### src/rtl/uart_tx_arbiter.sv
// Shares one UART transmitter between NUM_REQ byte producers: round-robin grant per byte,
// a byte FIFO, and a start/busy sequencer. Optional macro TXARB_LOCK_EN adds grant locking.
module uart_tx_arbiter #(
  parameter int NUM_REQ     = 2,
  parameter int FIFO_DEPTH  = 16,
  parameter int ACK_TIMEOUT = 4
) (
  input  logic                        clock,
  input  logic                        reset,
  input  logic [NUM_REQ-1:0]          req_valid,
  input  logic [8*NUM_REQ-1:0]        req_data,
  input  logic [NUM_REQ-1:0]          req_lock,
  output logic [NUM_REQ-1:0]          req_ready,
  output logic [7:0]                  tx_data,
  output logic                        tx_start,
  input  logic                        tx_busy,
  output logic [$clog2(FIFO_DEPTH):0] fifo_count,
  output logic                        full_seen,
  input  logic                        full_seen_clear
);

  localparam int AW = $clog2(FIFO_DEPTH);
  localparam int IW = (NUM_REQ > 1) ? $clog2(NUM_REQ) : 1;
  localparam int TW = $clog2(ACK_TIMEOUT + 1);

  localparam logic [1:0] S_IDLE      = 2'd0;
  localparam logic [1:0] S_WAIT_ACK  = 2'd1;
  localparam logic [1:0] S_WAIT_DONE = 2'd2;

  logic [7:0]    mem_q [FIFO_DEPTH];
  logic [AW-1:0] wr_ptr_q, rd_ptr_q;
  logic [AW:0]   count_q, count_d;
  logic [IW-1:0] rr_q, rr_d;
  logic [1:0]    state_q, state_d;
  logic [TW-1:0] timer_q, timer_d;
  logic [7:0]    tx_data_q, tx_data_d;
  logic          tx_start_q, tx_start_d;
  logic          full_seen_q, full_seen_d;

  logic          fifo_full, push, pop, take_lock;
  logic          gnt_valid;
  logic [IW-1:0] gnt_idx, cand;
  logic          lock_active;
  logic [IW-1:0] lock_owner;

`ifdef TXARB_LOCK_EN
  logic          lock_q, lock_d;
  logic [IW-1:0] lock_owner_q, lock_owner_d;

  assign take_lock   = push && req_lock[gnt_idx];
  assign lock_active = lock_q;
  assign lock_owner  = lock_owner_q;

  // Every byte from the granted requester decides whether the lock stays on.
  always_comb begin
    lock_d       = lock_q;
    lock_owner_d = lock_owner_q;
    if (push) begin
      lock_d       = req_lock[gnt_idx];
      lock_owner_d = gnt_idx;
    end
  end

  always_ff @(posedge clock) begin
    if (reset) begin
      lock_q       <= 1'b0;
      lock_owner_q <= '0;
    end else begin
      lock_q       <= lock_d;
      lock_owner_q <= lock_owner_d;
    end
  end
`else
  logic unused_lock;
  assign unused_lock = ^req_lock;
  assign take_lock   = 1'b0;
  assign lock_active = 1'b0;
  assign lock_owner  = '0;
`endif

  assign fifo_full = (count_q == (AW+1)'(FIFO_DEPTH));

  // Descending scan so the last hit is the requester closest to rr going upward.
  // NOTE: every always_comb output gets a default first, so no path can infer a latch.
  always_comb begin
    gnt_valid = 1'b0;
    gnt_idx   = '0;
    cand      = '0;
    if (!fifo_full) begin
      if (lock_active) begin
        gnt_valid = req_valid[lock_owner];
        gnt_idx   = lock_owner;
      end else begin
        for (int k = NUM_REQ - 1; k >= 0; k--) begin
          cand = IW'((int'(rr_q) + k) % NUM_REQ);
          if (req_valid[cand]) begin
            gnt_valid = 1'b1;
            gnt_idx   = cand;
          end
        end
      end
    end
  end

  always_comb begin
    req_ready = '0;
    if (gnt_valid) req_ready[gnt_idx] = 1'b1;
  end

  assign push = gnt_valid;
  assign pop  = (state_q == S_IDLE) && (count_q != '0) && !tx_busy;

  always_comb begin
    rr_d = rr_q;
    if (push && !take_lock) rr_d = (gnt_idx == IW'(NUM_REQ - 1)) ? '0 : gnt_idx + 1'b1;
  end

  always_comb begin
    count_d = count_q;
    case ({push, pop})
      2'b10:   count_d = count_q + 1'b1;
      2'b01:   count_d = count_q - 1'b1;
      default: count_d = count_q;
    endcase
  end

  // Set has priority over clear so a hold-off in the clearing cycle is not lost.
  always_comb begin
    full_seen_d = full_seen_q;
    if ((|req_valid) && fifo_full) full_seen_d = 1'b1;
    else if (full_seen_clear)      full_seen_d = 1'b0;
  end

  always_comb begin
    state_d    = state_q;
    timer_d    = timer_q;
    tx_data_d  = tx_data_q;
    tx_start_d = 1'b0;
    case (state_q)
      S_IDLE: begin
        if (pop) begin
          state_d    = S_WAIT_ACK;
          timer_d    = '0;
          tx_data_d  = mem_q[rd_ptr_q];
          tx_start_d = 1'b1;
        end
      end
      S_WAIT_ACK: begin
        if (tx_busy)                              state_d = S_WAIT_DONE;
        else if (timer_q == TW'(ACK_TIMEOUT - 1)) state_d = S_IDLE;
        else                                      timer_d = timer_q + 1'b1;
      end
      S_WAIT_DONE: begin
        if (!tx_busy) state_d = S_IDLE;
      end
      default: state_d = S_IDLE;
    endcase
  end

  always_ff @(posedge clock) begin
    if (reset) begin
      wr_ptr_q    <= '0;
      rd_ptr_q    <= '0;
      count_q     <= '0;
      rr_q        <= '0;
      state_q     <= S_IDLE;
      timer_q     <= '0;
      tx_data_q   <= '0;
      tx_start_q  <= 1'b0;
      full_seen_q <= 1'b0;
    end else begin
      if (push) wr_ptr_q <= wr_ptr_q + 1'b1;
      if (pop)  rd_ptr_q <= rd_ptr_q + 1'b1;
      count_q     <= count_d;
      rr_q        <= rr_d;
      state_q     <= state_d;
      timer_q     <= timer_d;
      tx_data_q   <= tx_data_d;
      tx_start_q  <= tx_start_d;
      full_seen_q <= full_seen_d;
    end
  end

  // NOTE: the byte storage is deliberately not reset; pointers and count define what is valid.
  always_ff @(posedge clock) begin
    if (push) mem_q[wr_ptr_q] <= req_data[8*gnt_idx +: 8];
  end

  assign tx_data    = tx_data_q;
  assign tx_start   = tx_start_q;
  assign fifo_count = count_q;
  assign full_seen  = full_seen_q;

endmodule

### config.mk
export PLATFORM = sky130hd
export DESIGN_NAME = uart_tx_arbiter
export DESIGN_NICKNAME = d
export VERILOG_FILES = /design/src/rtl/uart_tx_arbiter.sv
export SDC_FILE = /design/constraint.sdc
export NUM_CORES = 1
export LEC_CHECK = 0
export CAP_MARGIN = 20
export CORE_MARGIN = 8
export CORE_UTILIZATION = 30
export DETAILED_ROUTE_END_ITERATION = 10
export HOLD_SLACK_MARGIN = 0.1
export PLACE_DENSITY_LB_ADDON = 0.12
export SYNTH_ARGS = -nofsm -noshare
export SYNTH_HDL_FRONTEND = slang
export SYNTH_SLANG_ARGS = --single-unit
### constraint.sdc
create_clock -name clock -period 3.2 [get_ports clock]
set_input_delay 0.8 -clock clock [delete_from_list [all_inputs] [get_ports clock]]
set_output_delay 0.8 -clock clock [all_outputs]
set_load 0.03 [all_outputs]
# == Word-level counts from Yosys, hierarchy flattened ==
# Memories as Yosys holds them, arrays and structs flattened. A register that Yosys moved wholly into a read port is not among the register bits.
# Index checks and enable logic that the tools add are counted.
# Widths: inputs -> output; s select.
# totals
mem_bits_rw,128
inputBits,24
output_inout_bits,17
n_memories,1
romBits,0
register_bits,21
latchBits,0
# classes
n_bitwise,1
div,0
mul,0
n_reduce_logical,15
magnitude_cmp,4
addsub,7
mux,29
n_eq_ne,11
shift,1
# memory_table
memory,words,word_bits,read_ports,rd_ports_with_merged_regs,write_ports,line_no,source
mem_q,16,8,1,1,1,30,logic [7:0] mem_q [FIFO_DEPTH];
# op_table
op,n
$mux 1,17
$shiftx 16x5->8,1
$mux 2,5
$pmux 5 s2,1
$mux 3,3
$add 4x1->4 const B,2
$ne 2x2->1 const B,4
$lt 1x2->1 const B,3
$pmux 2 s3,1
$pmux 3 s2,1
$reduce_bool 2->1,3
$add 5x1->5 const B,1
$eq 5x5->1 const B,1
$reduce_bool 5->1,1
$sub 5x1->5 const B,1
$eq 2x1->1 const B,2
$eq 2x2->1 const B,2
$logic_and 1x1->1,4
$reduce_and 4->1,1
$reduce_or 2->1,2
$add 3x1->3 const B,1
$eq 3x2->1 const B,1
$ne 3x3->1 const B,1
$reduce_and 3->1,1
other kinds (7),8

# == Logic depth before layout (Yosys ltp) ==
# depth
depth_word,11
mapped_depth,13
depth_no_buf,10

# == Least setup slack after synthesis ==
# Ideal clock, no wire load.
# synth_timing
kind,reg2reg
start,register count_q[1] (netlist: fifo_count[1])
end,register count_q[2] (netlist: fifo_count[2])
path_buffers,3
path_slack_ps,159
arrival_time_ps,2970
setup_ps,71
stages_incl_launch_ff,14
cell_sequence,dfxtp_1 > buf_6 > or4_4 > o21ai_4 > buf_2 > inv_1 > ha_1 > clkbuf_1 > xor2_1 > ha_1 > a21oi_1 > xnor2_1 > or3_1 > a21oi_1
# synth_between
elab_chain_cells,5
elab_cells_between_ends,11
# synth_rtl
item,line_no,source
start: declaration,32,"logic [AW:0] count_q, count_d;"
start signal: assignment,174,count_q <= count_d;
$reduce_bool 5->1 *,111,assign pop = (state_q == S_IDLE) && (count_q != '0) && !tx_busy;
$logic_and 1x1->1 * (2 in series),111,
net pop,40,"logic fifo_full, push, pop, take_lock;"
$eq 2x1->1 or $eq 2x2->1 (tied branches),120,"case ({push, pop})"
$pmux 5 s2 or $reduce_bool 2->1 (tied branches),-,
# The timed path passes the listed nets; every way through them passes the cells marked *.
# A chain may end at the register's enable or synchronous reset.

# == Final worst setup path ==
# layout_timing
start,register count_q[1] (netlist: fifo_count[1])
end,register count_q[4] (netlist: fifo_count[4])
# The elaborated chain is that of the path after synthesis.

==> results.md <==
* Gr ovfl total at 0
* Internal power at 0.004305 W
* Pre-CTS setup slack at 0.03492 ns
* Worst Hold Class: flip-flop to flip-flop
* Fin crit period at 2.824 ns
* Total GRT Usage at 12.10%
* Final Hold Vio Count at 0
* Synth Flop Type: edfxtp_1
* Worst-skew pair later-pin latency at 0.42 ns
* Post_cts resized at 0
* Clk root buf: clkbuf_16
* Worst Setup Path Type: flip-flop to flip-flop
* GRT Max-Usage Layer: met2
* Syn_nets at around 420
* Seq/Total Area, Yosys at 67.39%
* Area Growth Syn to Fin at 21.46%
* Residual DRC at 0
* Routed vias at 3495
* Switching Share at 30.32%
* Most frequent cell after synthesis: edfxtp_1
* Max transition margin at 27.81%
* Core Rows at 54
* Slew Limit Fails at 0
* Critical path's slowest cell: or4_4
* Ant diodes at 0
* Crit path DAT at 3.13 ns
* Dominant cells by area after synthesis: edfxtp_1 (59%), mux4_2 (11%), dfxtp_1 (8.8%)
* Mapped cell area at around 6600 µm²
* Period Utilization, post-route at 88.25%
* Met3 GRT Util at 2.907%
* Total negative slack at 0 ns
* Worst Path Max Fanout at 10
* Final Worst Setup Slack at approximately 0.38 ns
* Synth top area share at 58.55%
* Max frequency at 0.3541 GHz
* Design Area, Final at roughly 8000 µm²
* Peak VDD IR at 0.3177 mV
* Nets@finish at 480
* Fill count at 2065
* Flops & latches, synth at about 160
* Total iterations of the first detailed-routing run at 4
* Measured slew at the worst slew-check pin at 1.081 ns
* CP required at between 3 and 4 ns
* Per-cell routed wire length at 20.66 µm
* Grt met1 use at 15.34%
* H-Tree Depth at 4
* Critical path launch point type: flip-flop
* Share of synthesized registers carrying an async set or reset at 0%
* Starting density of the core at 30.36%
* Die X at approximately 160 µm
* Max-Cap Viols at 0
* Die Height at about 160 µm
* Antenna Nets Post-Route at 0
* Setup bufs post-CTS at 0
* Sequential share of power at between 40% and 50%
* Die area at 26870 µm²
* Worst stage delay on the critical path at 0.65 ns
* Commonest cells post-synth: edfxtp_1 (128), mux4_2 (32), dfxtp_1 (29), nor2_1 (29), mux2i_1 (19)
* Ys Warns at 0
* Clock transition at the registers of the reported paths at 0.07 ns
* Vias in the first global route at approximately 3.7k
* Via density at 4.736
* GR Util met2 at around a fifth
* Psw at ~0.0019 W
* # setup viols final at 0
* Post-DP HPWL at 9.834 mm
* Final hold slack at 0.4552 ns
* Clock Power Share at approximately 33%
* Total power at 0.006178 W
* Port buffer count at 38
* Largest area contributor in the netlist: edfxtp_1
* Worst path cell trace: or4_4 -> o21ai_4 -> inv_1 -> ha_1 -> xor2_1 -> ha_1 -> a211o_1 -> a21oi_1 -> a211o_1 -> nand3_1
* Clock skew at 0.009942 ns
* Syn Inst Count at 386
* Global-route wire length before repair at about 23 mm
* Comb power frac at 24.4%
* Io pins at 41
* RSZ-0062 raised after global routing: no
* # clock sinks at roughly 160
* Core area at ~22000 µm²
* Global placement routability congestion at roughly 0.72
* Largest net degree at the start of global routing at 36
* Layout cells sized above 1 at 25.55%
* Final wirelength at between 15 and 20 mm
* Number of distinct library cells after synthesis at 44
* Outcome: finished clean
* Clk buf depth at 2
* Cts hold-fix bufs at 0
* CTS Buf Count at 17
* Initial antenna violation count at 0
* EDFF count, synth at about 130
* Syn_area_per_cell at 17.01 µm²
* CTS tree: yes
* Leakage power at 2.577 nW
* Initial drt markers at 156
* Power per cell area at between 700 and 800 nW/µm²
* CP Capture Type: flip-flop
* Post-Place Cell Area at 7377 µm²
==> worst max-delay path: cells and delay by family (launching register included) <==
| family | cells | cell delay (ns) |
|---|---|---|
| compound gates | 4 | 0.77 |
| xor+xnor | 1 | 0.18 |
| fa+ha+maj | 2 | 0.54 |
| buf+inv | 1 | 0.08 |
| flops | 1 | 0.43 |
| simple gates | 2 | 0.71 |
==> layout make-up <==
type                       instances  area, µm²  share of cell area (%)
timing repair buffer              64      583.1                   7.312
sequential                       157       4425                   55.50
tap                              280      350.3                   4.394
inverter                           9      33.78                  0.4237
clock buffer                      19      442.9                   5.555
multi-input combinational        196       1984                   24.89
clock inverter                    13      153.9                   1.930
==> metrics by stage <==
stage	util (%)	cells
after global routing	36.88	738
after global placement	34.12	706
after floorplan	-	386
after CTS	36.88	738
final	36.88	738
after detailed placement	34.12	706
==> path summary, 6_finish.rpt <==
| check | startpoint | endpoint | slack [ns] | cells after the start |
|---|---|---|---|---|
| max | fifo_count[1] | fifo_count[4] | 0.38 | 10 |
| min | timer_q[2] | timer_q[2] | 0.46 | 2 |
| min reg2reg | timer_q[2] | timer_q[2] | 0.46 | 2 |
| max reg2reg | fifo_count[1] | fifo_count[4] | 0.38 | 10 |
==> power by group through the flow <==
stage                     combinational [W]  sequential (W)  clock [W]
after floorplan                    0.000911         0.00273          0
after global placement              0.00151         0.00268          0
after detailed placement            0.00154         0.00269          0
after CTS                           0.00154         0.00264    0.00209
after global routing                0.00164         0.00267    0.00216
final                               0.00151         0.00264    0.00203
==> layer usage <==
| metal | part of all wire, % | up-vias | wire [µm] |
|---|---|---|---|
| met2 | 50 | 43 | 7695 |
| li1 | - | 1626 | - |
| met4 | 1.1 | 0 | 169 |
| met5 | 0 | - | 0 |
| met1 | 46 | 1814 | 6977 |
| met3 | 2.7 | 12 | 406 |
==> cell usage in the layout (no fill, tap or decap), types with 2 or more instances in the layout <==
master           instances
clkinvlp_4               4
nand3_1                  3
a211o_1                  3
nand3b_1                 8
xnor2_1                  4
mux2_2                   8
and3_1                   2
clkinv_4                 2
nand2_1                 13
nand2b_1                 7
nor2_1                  29
dfxtp_1                 28
buf_4                   27
mux4_2                  32
xor2_1                   6
a21oi_1                  9
inv_1                    9
nor3_1                   6
clkbuf_16               17
inv_6                    4
clkdlybuf4s50_1         36
o221ai_2                 8
o211ai_1                 2
mux2i_1                 19
or3_1                    7
edfxtp_1               128
ha_1                    11
bufinv_16                2
==> flip-flops by register name, summed over array words and instances, names as in the netlist <==
| signal | flops |
|---|---|
| fifo_count | 5 |
| full_seen | 1 |
| mem_q | 128 |
| rd_ptr_q | 4 |
| rr_q | 1 |
| state_q | 2 |
| timer_q | 3 |
| tx_data | 8 |
| tx_start | 1 |
| wr_ptr_q | 4 |
==> logic make-up after synthesis <==
family	Yosys count	share of synthesized area, %
multiplexers	59	15.25
buffers and inverters	33	2.382
AND/OR/NAND/NOR	82	6.537
XOR/XNOR	10	1.334
AO/OA/AOI/OAI	34	5.013
flip-flops	157	67.39
adder cells (fa/ha/maj)	11	2.096
Note: power is estimated with default switching activity, not from simulation.
